$ cat src/rtl/cnt_diff_monitor.sv
// Compares two counters each cycle and classifies them as MATCH, DIVERGE or LOCK at a constant offset.
// 1-cycle latency with all outputs registered; no backpressure, so one sample is taken every clock.
module cnt_diff_monitor #(
    parameter int WIDTH  = 32,
    parameter int SETTLE = 4
) (
    input  logic             clk,
    input  logic             rst,
    input  logic             clr,
    input  logic [WIDTH-1:0] cnt_a,
    input  logic [WIDTH-1:0] cnt_b,
    output logic             mismatch,
    output logic [WIDTH-1:0] offset,
    output logic [1:0]       state,
    output logic             offset_locked,
    output logic             diverge_evt,
    output logic             converge_evt,
    output logic             first_valid,
    output logic [WIDTH-1:0] first_a,
    output logic [WIDTH-1:0] first_b,
    output logic [WIDTH-1:0] mismatch_cycles,
    output logic [15:0]      episodes
);

    typedef enum logic [1:0] {
        MATCH   = 2'b00,
        DIVERGE = 2'b01,
        LOCK    = 2'b10
    } state_t;

    localparam logic [7:0] SETTLE_W = 8'(SETTLE);

    state_t           st;
    logic [7:0]       stable;
    logic             eq;
    logic [WIDTH-1:0] d;

    assign eq    = (cnt_a == cnt_b);
    assign d     = cnt_a - cnt_b;
    assign state = st;

    always_ff @(posedge clk) begin
        if (rst || clr) begin
            st              <= MATCH;
            stable          <= 8'd0;
            mismatch        <= 1'b0;
            offset          <= '0;
            offset_locked   <= 1'b0;
            diverge_evt     <= 1'b0;
            converge_evt    <= 1'b0;
            first_valid     <= 1'b0;
            first_a         <= '0;
            first_b         <= '0;
            mismatch_cycles <= '0;
            episodes        <= 16'd0;
        end else begin
            mismatch     <= !eq;
            offset       <= d;
            diverge_evt  <= 1'b0;
            converge_evt <= 1'b0;
            if (!eq && (mismatch_cycles != '1))
                mismatch_cycles <= mismatch_cycles + WIDTH'(1);

            case (st)
                MATCH: begin
                    if (!eq) begin
                        st          <= DIVERGE;
                        diverge_evt <= 1'b1;
                        stable      <= 8'd0;
                        if (episodes != 16'hFFFF)
                            episodes <= episodes + 16'd1;
                        if (!first_valid) begin
                            first_valid <= 1'b1;
                            first_a     <= cnt_a;
                            first_b     <= cnt_b;
                        end
                    end
                end
                DIVERGE: begin
                    if (eq) begin
                        st           <= MATCH;
                        converge_evt <= 1'b1;
                    end else if (d == offset) begin
                        // Lock is declared on the sample that brings the run up to SETTLE.
                        stable <= stable + 8'd1;
                        if (stable + 8'd1 == SETTLE_W) begin
                            st            <= LOCK;
                            offset_locked <= 1'b1;
                        end
                    end else begin
                        stable <= 8'd0;
                    end
                end
                LOCK: begin
                    if (eq) begin
                        st            <= MATCH;
                        converge_evt  <= 1'b1;
                        offset_locked <= 1'b0;
                    end else if (d != offset) begin
                        // Losing lock is not a new episode.
                        st            <= DIVERGE;
                        stable        <= 8'd0;
                        offset_locked <= 1'b0;
                    end
                end
                default: begin
                    st            <= MATCH;
                    offset_locked <= 1'b0;
                end
            endcase
        end
    end

endmodule

$ cat config.mk
export PLATFORM = sky130hd
export DESIGN_NAME = cnt_diff_monitor
export DESIGN_NICKNAME = d
export VERILOG_FILES = /design/src/rtl/cnt_diff_monitor.sv
export SDC_FILE = /design/constraint.sdc
export NUM_CORES = 1
export LEC_CHECK = 0
export CAP_MARGIN = 20
export CORE_MARGIN = 4
export CORE_UTILIZATION = 40
export DETAILED_ROUTE_END_ITERATION = 10
export GPL_ROUTABILITY_DRIVEN = 0
export HOLD_SLACK_MARGIN = 0.1
export PLACE_DENSITY = 0.67
export REMOVE_ABC_BUFFERS = 1
export SLEW_MARGIN = 20
export SYNTH_ARGS = -nofsm -noshare
export SYNTH_HDL_FRONTEND = slang
export SYNTH_SLANG_ARGS = --single-unit
$ cat constraint.sdc
create_clock -name clk -period 10.77 [get_ports clk]
set_input_delay 1.077 -clock clk [delete_from_list [all_inputs] [get_ports clk]]
set_output_delay 1.077 -clock clk [all_outputs]
set_load 0.1 [all_outputs]
==> flow_metrics.tcl <==
set metrics [dict create \
    status "finished, final reports clean" \
    rsz0062_at_grt "no" \
    finalSetupViolations 0 \
    drive_above_1_share 0.0536 \
    synthFlopType "dfxtp_1" \
    hold_violations 0 \
    routed-via-count 8367 \
    clkSlewWorstSetupHoldPaths_ns 0.07 \
    ir_drop_uv 102 \
    async_reset_ff_frac 0 \
    period_needed_ns 5.09 \
    grt_antenna_before_repair 1 \
    postCtsResizedCells 0 \
    worstPathMaxFanout 37 \
    wirelength_um 26500 \
    fin_crit_sh 0.473 \
    htreeDepth 4 \
    setup_tns_ns 0 \
    overflow 0 \
    cts_buffers 17 \
    critPathBufInv 3 \
    yosysSeqAreaShare 0.357 \
    ys_warn_count 0 \
    crit_required_ns 11.12 \
    layout_setup_ws_ns 5.68 \
    final_util 0.540 \
    cp-start-kind "input pin" \
    drc_errors 0 \
    detail-route-antenna-nets 0 \
    core_um2 21900 \
    slew_viol_final 0 \
    synthCells 1109 \
    worst_r2r_endpoint "mismatch_cycles[30]$_SDFFE_PP0P_" \
    grt_max_degree 87 \
    die_area_um2 24700 \
    grt_pass1_wl_um 41700 \
    synth_edf_count 0 \
    cts_sinks 159 \
    layout_commonest_cell "clkdlybuf4s50_1" \
    reg2reg_slack_ns 7.56 \
    critical_path_class "in -> reg" \
    worst_setup_path_end_kind "register" \
    dp_cells 1555 \
    yosysUniqueCellTypes 79 \
    syn_area_per_cell_um2 8.03 \
    power_density_nw_per_um2 149 \
    clk_latency_ns 0.43 \
    cts_root_buf "clkbuf_16" \
    hp-class "reg -> reg" \
    diodes 0 \
    fin_nets 1402 \
    post_cts_buffers 0 \
    grt_usage 0.210 \
    fmax_mhz 196 \
    firstDrtPassIters 5 \
    num_io_pins 218 \
    crit_end "first_b[5]$_SDFFE_PP0P_" \
    row_count 54 \
    cts_hold_buf 0 \
    slew_headroom 0.293 \
    final_cell_mix "clkdlybuf4s50_1 (217), nand2_1 (190), dfxtp_1 (159)" \
    io_buffers 217 \
    synth_seq_cells 159 \
    r2r_start "mismatch_cycles[16]$_SDFFE_PP0P_" \
    ff2ff_path_depth 11 \
    place_hpwl_um 20100 \
    chipWidth_um 157 \
    drt-vias-per-instance 5.27 \
    pre_cts_ws_ns 5.21 \
    worst_slew_pin_slew_ns 1.06 \
    initial_utilization 0.407 \
    crit_start "cnt_b[17]" \
    path_cells "clkdlybuf4s50_1, inv_1, ha_1, nand4_2, or4b_1, or4_1, nand2_2, or2_2, buf_4, nand2_1, a21oi_1" \
    finalClockSkew_ns 0.0116 \
    max_cap_violations 0 \
    p_leak_nw 4.50 \
    drt-initial-drc-count 632 \
    clock_path_buffers 2 \
    routedWlPerCell_um 16.7 \
    critPathMaxStageDelay_ns 0.73 \
    crit_slowest_cell "or4b_1" \
    cts_tree "built" \
    arrival_ns 5.45 \
    grt_pass1_vias 7928 \
    area_growth_syn_to_layout_pct 32.8 \
    finalNonFillerCells 1587 \
    cpLargestDelayFamily "simple AND/OR/NAND/NOR gates" \
    finalPower_mw 1.76 \
    crit_cells 11 \
    chipHeight_um 157 \
    synth_area_um2 8910 \
]
## Yosys cell counts, drive strengths merged (8+ instances only)
cell,n,share of area
and4,9,0.0094
a21oi,117,0.067
nand4,26,0.020
clkbuf,31,0.013
nor3,17,0.0096
xor2,49,0.048
and2,13,0.0094
o21ai,30,0.017
nand3,30,0.017
dfxtp,159,0.36
ha,40,0.056
nand2,192,0.081
or2,8,0.0056
o21a,11,0.0093
nor4,8,0.0094
a21o,9,0.0084
nor2b,10,0.0070
xnor2,53,0.052
or3,9,0.0063
inv,48,0.020
nor2,113,0.048
a211oi,14,0.012
buf,25,0.016
## routing by layer
layer	vias to the layer above	global-route usage	wire, um
li1	4173	-	-
met1	3900	0.282	12000
met2	253	0.331	12000
met3	39	0.0613	1980
met4	2	0.0602	536
met5	-	0	13
## worst register-to-register path, stage by stage (launching register included)
cell and delay, ns:
dfxtp_1 0.35, and4_1 0.25, nand4_1 0.17, nor4_1 0.11
a31oi_1 0.49, nor2b_1 0.38, nor2b_1 0.28, nor2b_1 0.47
nor2b_1 0.27, nand3_1 0.11, xor2_1 0.13, nor2_1 0.05
## worst min-delay path by stage
stage	from	end	slack, ns	cells past startpoint
2_1_floorplan	stable[7]$_SDFFE_PP0P_	stable[7]$_SDFFE_PP0P_	0.47	1
3_3_place_gp	first_a[27]$_SDFFE_PP0P_	first_a[27]$_SDFFE_PP0P_	0.44	2
3_5_place_dp	first_a[12]$_SDFFE_PP0P_	first_a[12]$_SDFFE_PP0P_	0.45	2
4_1_cts	first_a[12]$_SDFFE_PP0P_	first_a[12]$_SDFFE_PP0P_	0.46	2
5_1_grt	first_b[24]$_SDFFE_PP0P_	first_b[24]$_SDFFE_PP0P_	0.47	2
6_report	first_a[12]$_SDFFE_PP0P_	first_a[12]$_SDFFE_PP0P_	0.45	2
## logic make-up after synthesis
logic type / share of synthesized area
flops: 0.357
buf+inv: 0.0496
mux: 0.00815
simple gates: 0.239
xor+xnor: 0.118
compound gates: 0.169
fa+ha+maj: 0.0584
## metrics by stage
stage,cell area [um2],hold slack (ns)
6_report,11800,0.454
5_1_grt,11800,0.468
2_1_floorplan,8650,0.465
3_3_place_gp,11200,0.441
3_5_place_dp,11200,0.446
4_1_cts,11800,0.455
## layout make-up
class,instances,area (um2)
Inverter,48,180
Timing Repair Buffer,222,2210
Fill cell,2094,10100
Sequential cell,159,3180
Clock buffer,17,425
Clock inverter,15,184
Tap cell,280,350
Multi-Input combinational cell,846,5290
## power by group
part / internal (mW) / switching [mW] / leakage [nW]
Sequential: 0.610 / 0.0159 / 1.29
Combinational: 0.165 / 0.358 / 2.91
Clock: 0.316 / 0.298 / 0.298
Total: 1.09 / 0.672 / 4.50
## flip-flops by register name, indices dropped and copies added, names as in the netlist
signal and cells:
diverge_evt 1, stable 8, first_b 32, episodes 16, mismatch 1, first_valid 1, first_a 32, mismatch_cycles 32
converge_evt 1, offset_locked 1, offset 32, state 2
Note: power is estimated with default switching activity, not from simulation.
